<file path="config.mk">
export PLATFORM = sky130hd
export DESIGN_NAME = led_bank_arbiter_flat
export DESIGN_NICKNAME = d
export VERILOG_FILES = /design/src/rtl/led_bank_arbiter_if.sv /design/src/rtl/led_bank_arbiter.sv /design/src/flat_wrapper.sv
export SDC_FILE = /design/constraint.sdc
export NUM_CORES = 1
export LEC_CHECK = 0
export ABC_AREA = 1
export CORE_UTILIZATION = 55
export CTS_CLUSTER_DIAMETER = 80
export DETAILED_ROUTE_END_ITERATION = 16
export PLACE_DENSITY = 0.9
export SYNTH_ARGS = -nofsm -noshare
export SYNTH_HDL_FRONTEND = slang
export SYNTH_SLANG_ARGS = --single-unit
</file>
<file path="constraint.sdc">
create_clock -name clock -period 7.1 [get_ports clock]
set_input_delay 1.065 -clock clock [delete_from_list [all_inputs] [get_ports clock]]
set_output_delay 1.065 -clock clock [all_outputs]
set_load 0.05 [all_outputs]
</file>
<file path="src/rtl/led_bank_arbiter_if.sv">
// Purpose: groups the requester inputs and LED/grant outputs of the LED bank arbiter.
// Latency: n/a (wiring only).
// Backpressure: none; requesters hold req level until they no longer want the bank.
interface led_bank_arbiter_if #(
    parameter int NREQ   = 4,
    parameter int MXHOLD = 24
);
    logic [NREQ-1:0]   req;
    logic [8*NREQ-1:0] req_data;
    logic [NREQ-1:0]   req_blink;
    logic [7:0]        idle_pattern;
    logic [MXHOLD-1:0] hold_cycles;
    logic [MXHOLD-1:0] blink_half;
    logic [7:0]        led;
    logic [NREQ-1:0]   grant;
    logic              owner_valid;

    // Pattern sources side
    modport master (
        output req, req_data, req_blink, idle_pattern, hold_cycles, blink_half,
        input  led, grant, owner_valid
    );

    // Arbiter side
    modport slave (
        input  req, req_data, req_blink, idle_pattern, hold_cycles, blink_half,
        output led, grant, owner_valid
    );
endinterface

</file>
<file path="src/rtl/led_bank_arbiter.sv">
// Purpose: round-robin owner of the 8-LED bank with minimum hold, per-owner blink, idle fallback.
// Latency: 1 clock from req/req_data/idle_pattern to registered led/grant/owner_valid.
// Backpressure: none; losing requesters simply wait, the owner is locked until its hold expires.
module led_bank_arbiter #(
    parameter int NREQ   = 4,
    parameter int MXHOLD = 24
) (
    input  logic               clock,
    input  logic               reset_n,
    led_bank_arbiter_if.slave  bus
);
    localparam int PW = (NREQ > 1) ? $clog2(NREQ) : 1;

    typedef enum logic {
        IDLE = 1'b0,
        OWN  = 1'b1
    } state_t;

    state_t            state;
    state_t            state_nxt;
    logic              take;

    logic [PW-1:0]     ptr;
    logic [PW-1:0]     owner;
    logic [MXHOLD-1:0] hold_cnt;
    logic [MXHOLD-1:0] blink_cnt;
    logic              phase;
    logic [7:0]        latched;
    logic [7:0]        led_q;
    logic [NREQ-1:0]   grant_q;
    logic              owner_valid_q;

    logic [PW-1:0]     ptr_nxt;
    logic [PW-1:0]     owner_nxt;
    logic [MXHOLD-1:0] hold_nxt;
    logic [MXHOLD-1:0] blink_nxt;
    logic              phase_nxt;
    logic [7:0]        latched_nxt;
    logic [7:0]        led_nxt;
    logic [NREQ-1:0]   grant_nxt;
    logic              owner_valid_nxt;

    logic [NREQ-1:0]   cand;
    logic              found;
    logic [PW-1:0]     winner;
    logic [PW-1:0]     winner_inc;
    logic [PW-1:0]     idx_b;
    int                idx;

    logic [7:0]        owner_data;
    logic [7:0]        win_data;
    logic              owner_req;
    logic              owner_blink;

    assign bus.led         = led_q;
    assign bus.grant       = grant_q;
    assign bus.owner_valid = owner_valid_q;

    // Round-robin search from ptr; the current owner is excluded so a handover always picks someone else
    always_comb begin
        cand   = (state == OWN) ? (bus.req & ~grant_q) : bus.req;
        found  = 1'b0;
        winner = '0;
        idx    = 0;
        idx_b  = '0;
        for (int i = 0; i < NREQ; i++) begin
            idx = int'(ptr) + i;
            if (idx >= NREQ) begin
                idx = idx - NREQ;
            end
            idx_b = PW'(idx);
            if (!found && cand[idx_b]) begin
                found  = 1'b1;
                winner = idx_b;
            end
        end
        winner_inc = (winner == PW'(NREQ - 1)) ? '0 : winner + 1'b1;
    end

    // Select the current owner's and the search winner's request lines
    always_comb begin
        owner_data  = 8'h00;
        win_data    = 8'h00;
        owner_req   = 1'b0;
        owner_blink = 1'b0;
        for (int i = 0; i < NREQ; i++) begin
            if (owner == PW'(i)) begin
                owner_data  = bus.req_data[i*8 +: 8];
                owner_req   = bus.req[i];
                owner_blink = bus.req_blink[i];
            end
            if (winner == PW'(i)) begin
                win_data = bus.req_data[i*8 +: 8];
            end
        end
    end

    // State register
    always_ff @(posedge clock or negedge reset_n) begin
        if (!reset_n) begin
            state <= IDLE;
        end else begin
            state <= state_nxt;
        end
    end

    // Next state: grant from IDLE on any request; once hold expires, hand over, keep, or release
    always_comb begin
        state_nxt = state;
        take      = 1'b0;
        case (state)
            IDLE: begin
                if (found) begin
                    state_nxt = OWN;
                    take      = 1'b1;
                end
            end
            OWN: begin
                if (hold_cnt == '0) begin
                    if (found) begin
                        take = 1'b1;
                    end else if (!owner_req) begin
                        state_nxt = IDLE;
                    end
                end
            end
            default: state_nxt = IDLE;
        endcase
    end

    // Output/datapath next values; led uses the post-update blink phase so a toggle shows on the same edge
    always_comb begin
        ptr_nxt         = ptr;
        owner_nxt       = owner;
        hold_nxt        = hold_cnt;
        blink_nxt       = blink_cnt;
        phase_nxt       = phase;
        latched_nxt     = latched;
        led_nxt         = led_q;
        grant_nxt       = grant_q;
        owner_valid_nxt = owner_valid_q;
        if (take) begin
            owner_nxt         = winner;
            ptr_nxt           = winner_inc;
            hold_nxt          = bus.hold_cycles;
            blink_nxt         = '0;
            phase_nxt         = 1'b1;
            latched_nxt       = win_data;
            led_nxt           = win_data;
            grant_nxt         = '0;
            grant_nxt[winner] = 1'b1;
            owner_valid_nxt   = 1'b1;
        end else if (state_nxt == IDLE) begin
            hold_nxt        = '0;
            blink_nxt       = '0;
            phase_nxt       = 1'b1;
            led_nxt         = bus.idle_pattern;
            grant_nxt       = '0;
            owner_valid_nxt = 1'b0;
        end else begin
            if (hold_cnt != '0) begin
                hold_nxt = hold_cnt - 1'b1;
            end
            if (owner_req) begin
                latched_nxt = owner_data;
            end
            if (owner_blink) begin
                // >= keeps the counter bounded if blink_half is lowered mid-ownership
                if (blink_cnt >= bus.blink_half) begin
                    blink_nxt = '0;
                    phase_nxt = ~phase;
                end else begin
                    blink_nxt = blink_cnt + 1'b1;
                end
            end else begin
                blink_nxt = '0;
                phase_nxt = 1'b1;
            end
            led_nxt = phase_nxt ? (owner_req ? owner_data : latched) : 8'h00;
        end
    end

    // Datapath and output registers
    always_ff @(posedge clock or negedge reset_n) begin
        if (!reset_n) begin
            ptr           <= '0;
            owner         <= '0;
            hold_cnt      <= '0;
            blink_cnt     <= '0;
            phase         <= 1'b1;
            latched       <= 8'h00;
            led_q         <= 8'h00;
            grant_q       <= '0;
            owner_valid_q <= 1'b0;
        end else begin
            ptr           <= ptr_nxt;
            owner         <= owner_nxt;
            hold_cnt      <= hold_nxt;
            blink_cnt     <= blink_nxt;
            phase         <= phase_nxt;
            latched       <= latched_nxt;
            led_q         <= led_nxt;
            grant_q       <= grant_nxt;
            owner_valid_q <= owner_valid_nxt;
        end
    end
endmodule

</file>
<file path="src/flat_wrapper.sv">
// flat-port wrapper written by rule: the top's interface ports become plain ports
module led_bank_arbiter_flat 
#(
    parameter int NREQ   = 4,
    parameter int MXHOLD = 24
)
  (clock, reset_n, bus_req, bus_req_data, bus_req_blink, bus_idle_pattern, bus_hold_cycles, bus_blink_half, bus_led, bus_grant, bus_owner_valid);
  led_bank_arbiter_if #(.NREQ(NREQ), .MXHOLD(MXHOLD)) bus_i ();
  input  logic clock;
  input  logic reset_n;
  input wire logic [$bits(bus_i.req)-1:0] bus_req;
  input wire logic [$bits(bus_i.req_data)-1:0] bus_req_data;
  input wire logic [$bits(bus_i.req_blink)-1:0] bus_req_blink;
  input wire logic [$bits(bus_i.idle_pattern)-1:0] bus_idle_pattern;
  input wire logic [$bits(bus_i.hold_cycles)-1:0] bus_hold_cycles;
  input wire logic [$bits(bus_i.blink_half)-1:0] bus_blink_half;
  output wire logic [$bits(bus_i.led)-1:0] bus_led;
  output wire logic [$bits(bus_i.grant)-1:0] bus_grant;
  output wire logic [$bits(bus_i.owner_valid)-1:0] bus_owner_valid;
  assign bus_i.req = bus_req;
  assign bus_i.req_data = bus_req_data;
  assign bus_i.req_blink = bus_req_blink;
  assign bus_i.idle_pattern = bus_idle_pattern;
  assign bus_i.hold_cycles = bus_hold_cycles;
  assign bus_i.blink_half = bus_blink_half;
  assign bus_led = bus_i.led;
  assign bus_grant = bus_i.grant;
  assign bus_owner_valid = bus_i.owner_valid;
  led_bank_arbiter #(.NREQ(NREQ), .MXHOLD(MXHOLD)) u_core (.clock(clock), .reset_n(reset_n), .bus(bus_i));
endmodule
</file>
==> parameters.txt <==
Parameter                              Value

Layout
  Fin nets ... 999
  Core occupancy in the finished layout ... 71.1%
  Layout overhead on the synthesized area ... 23.2%
  Fraction of final layout cells sized beyond drive strength 1 ... 9.59%
  Diodes inserted ... 0
  Commonest non-fill, non-tap cell in the layout ... nand2_1
  Layout fillers ... 790
  Finished layout cell area ... 0.00708 sq mm
  Highest-count cells in the layout ignoring fill and taps ... 204 x nand2_1, 109 x clkdlybuf4s50_1, 82 x inv_1

Worst hold path
  Worst Hold Launch ... u_core.bus.owner_valid
  Classification of the worst-slack hold path ... register to register
  Hold Path Depth ... 2
  Hold endpoint ... u_core.bus.owner_valid

Clock network
  Buffer type at the clock tree root ... clkbuf_8
  TritonCTS clock tree ... done
  CTS-repair resized insts ... 0
  Clock H-tree levels ... 3
  CTS clock-pin slew for the worst setup and hold paths ... 0.08 ns
  Count of clock tree sinks ... 75
  Clock insertion delay at the later pin of the skew report ... 0.36 ns
  Setup bufs post-CTS ... 0
  Worst-case clock buffer depth ... 2
  Number of buffers created by CTS ... 9
  CTS hold repair buffers ... 0

Worst setup path
  WS Path Type ... input pin to register
  Element type at the critical path end ... register
  Cell type of the slowest stage on the worst timing path ... nor2_1
  Worst R2R End ... u_core.bus.led[4]
  Data required time of the critical path ... 7.40 ns
  Critical Path AT ... 4.17 ns
  Max stage delay on crit path ... 0.53 ns
  Start of the worst register-to-register path ... u_core.ptr[0]
  Cell seen most often among critical-path stages ... nand2_1
  Startpoint class of the critical path ... input pin
  Slack of the worst reg-to-reg path ... 3.69 ns
  Depth of the worst register-to-register path ... 17
  Chain of cells forming the critical path ... clkdlybuf4s50_1 > nand3_1 > nand3_1 > o21ai_4 > nand3_4 > o211ai_1 > inv_1 > ha_1 > nor2_1 > nand2_1 > nand2_1 > o211ai_1 > o21ai_0 > nand2_1 > nand2_1 > inv_1 > nand2_1
  Maximum net fanout on the critical path ... 10

STA
  Headroom to the max-slew limit ... 36.7%
  Setup repair after global routing missed its margin ... no
  Crit share post-route ... 54.6%
  Smallest setup slack after layout ... 3.23 ns
  Final Max Tran Viols ... 0
  Endpoints failing hold ... 0
  Max Clock Freq ... 258 MHz
  Final setup violating endpoints ... 0
  Period minus WS final ... 3.87 ns
  Worst-margin pin slew ... 0.950 ns
  Worst clock skew on the final layout ... 0.00733 ns
  Setup_tns ... 0 ns

Floorplan
  Initial Util ... 57.7%
  Top-level port count ... 111
  Total number of placement rows ... 36
  Full die area ... 0.0109 sq mm
  Vertical die dimension ... 104 um
  Placeable Area ... 0.00995 sq mm
  Chip width ... 104 um

Global route
  Met1 Track Usage GR ... 33.8%
  First-pass GRT wire length ... 23,700 um
  Initial antenna violation count ... 0
  GRT Max-Usage Layer ... met2
  Via count of the first global-routing pass ... 5,329
  Pin count of the biggest net entering global routing ... 76
  Met3 capacity usage during global routing ... 3.45%
  Grt met2 use ... 46.1%
  GRT overflow ... 0
  All-layer global routing usage ... 26.9%

Drt
  Post-detailed-route wirelength per cell ... 14.0 um
  Total Wirelength ... 14,100 um
  Remaining routing DRC violations ... 0
  DRT iter0 DRCs ... 289
  Via Count ... 5,548
  Count of nets left with antenna violations after detail routing ... 0
  Via density per instance ... 5.50
  Detailed-routing iteration count for the pre-antenna-repair pass ... 5

Job
  Number of maximum-capacitance violations ... 0

Power and ir drop
  Leak pwr ... 3.18 nW
  IR Drop Worst-Case VDD ... 0.0897 mV
  Final total power ... 974 uW
  Power density over cell area ... 138 mW/mm^2

Synthesis
  Primary flip-flop cell chosen by synthesis mapping ... dfrtp_1
  Summed instance area of the synthesized netlist ... 0.00574 sq mm
  Seq/Total Area, Yosys ... 32.7%
  Async set-or-reset flop fraction in the synthesized netlist ... 100%
  Post-synthesis sequential element count ... 75
  Warning count from the yosys run ... 0
  Syn Inst Count ... 770
  EDFF count, synth ... 0
  Number of distinct library cell variants in the gate-level netlist after synthesis ... 47
  Synthesized Nets ... 898
  Mapped Avg Cell Area ... 7.46 sq um

Placement
  Number of buffers added on ports ... 110
  HPWL after DPL ... 10,400 um
  Worst Setup Slack post-DPL ... 3.00 ns
  Placed inst area ... 0.00686 sq mm
  Final Wtd Congestion ... 0.973

Status
  Outcome ... finished, final reports clean
## registers in the layout, summed over array words and instances (netlist names)
register,flops
u_core.bus.owner_valid,1
u_core.bus.grant,4
u_core.bus.led,8
u_core.owner,2
u_core.blink_cnt,24
u_core.phase,1
u_core.latched,8
u_core.state,1
u_core.ptr,2
u_core.hold_cnt,24
## critical path, delay by kind of cell
family | cells | cell delay, ns
buf+inv | 3 | 0.63
compound gates | 4 | 0.69
fa+ha+maj | 1 | 0.35
simple gates | 9 | 1.42
## stage by stage
stage | hold WS, ns | cells
6_report | 0.487 | 1009
2_1_floorplan | 0.449 | 770
4_1_cts | 0.489 | 1009
3_5_place_dp | 0.470 | 993
3_3_place_gp | 0.454 | 993
5_1_grt | 0.530 | 1009
## metal layers
| layer | wire length (um) | vias to the layer above |
|---|---|---|
| met5 | 0 | - |
| met4 | 441 | 0 |
| met3 | 897 | 41 |
| met2 | 6810 | 231 |
| met1 | 6000 | 2534 |
| li1 | - | 2742 |
## final cells by class
class | count | area, sq um | share of cell area (%)
clock buffers | 10 | 128 | 1.80
repair buffers | 110 | 1100 | 15.5
flip-flops and latches | 75 | 1880 | 26.5
well taps | 133 | 166 | 2.35
clock inverters | 6 | 90.1 | 1.27
multi-input cells | 585 | 3380 | 47.7
inverters | 90 | 343 | 4.84
## cell families after synthesis
kind of cell	count (synthesis)	share of synthesized area, %
AOI/OAI and AO/OA	106	12.2
xor gates and xnor gates	38	5.79
adders and majority gates	30	6.53
buffers and inverters	110	8.54
DFF	75	32.7
muxes	6	1.05
and+or+nand+nor	405	33.2
## cell usage after synthesis (all sizes together), types with 2 or more instances
cell type / number / share of area [%]
a21oi: 43 / 5.1
inv: 88 / 5.8
xor2: 30 / 4.6
clkinv: 2 / 0.13
o211ai: 12 / 1.6
o21bai: 3 / 0.59
nor4: 8 / 0.87
clkbuf: 4 / 0.26
nand3b: 5 / 0.65
ha: 30 / 6.5
mux2i: 6 / 1.0
buf: 16 / 2.3
nor3: 15 / 1.3
xnor2: 8 / 1.2
o21a: 2 / 0.26
nand3: 64 / 6.1
dfrtp: 74 / 32
o21ai: 36 / 3.3
o22ai: 2 / 0.22
a32oi: 5 / 0.76
nor2: 84 / 7.2
nand4: 16 / 2.0
nand2: 211 / 15
## how the worst max path moves through the flow
stage / start / endpoint / slack, ns / cells after the start
floorplan: bus_req[3] / u_core.bus.led[1] / 3.91 / 17
global placement: bus_req[1] / u_core.bus.led[2] / 3.17 / 17
detailed placement: bus_req[1] / u_core.bus.led[3] / 3.00 / 17
CTS: bus_req[1] / u_core.bus.led[4] / 3.33 / 17
global route: bus_req[2] / u_core.bus.led[6] / 2.93 / 17
finish: bus_req[2] / u_core.bus.led[4] / 3.23 / 17
## report_power, final
group          internal, mW  leakage, nW  switching (mW)
registers             0.437        0.920         0.00533
clock network         0.198       0.0947           0.170
logic                0.0803         2.17          0.0834
Power figures use the tool's default switching activity.
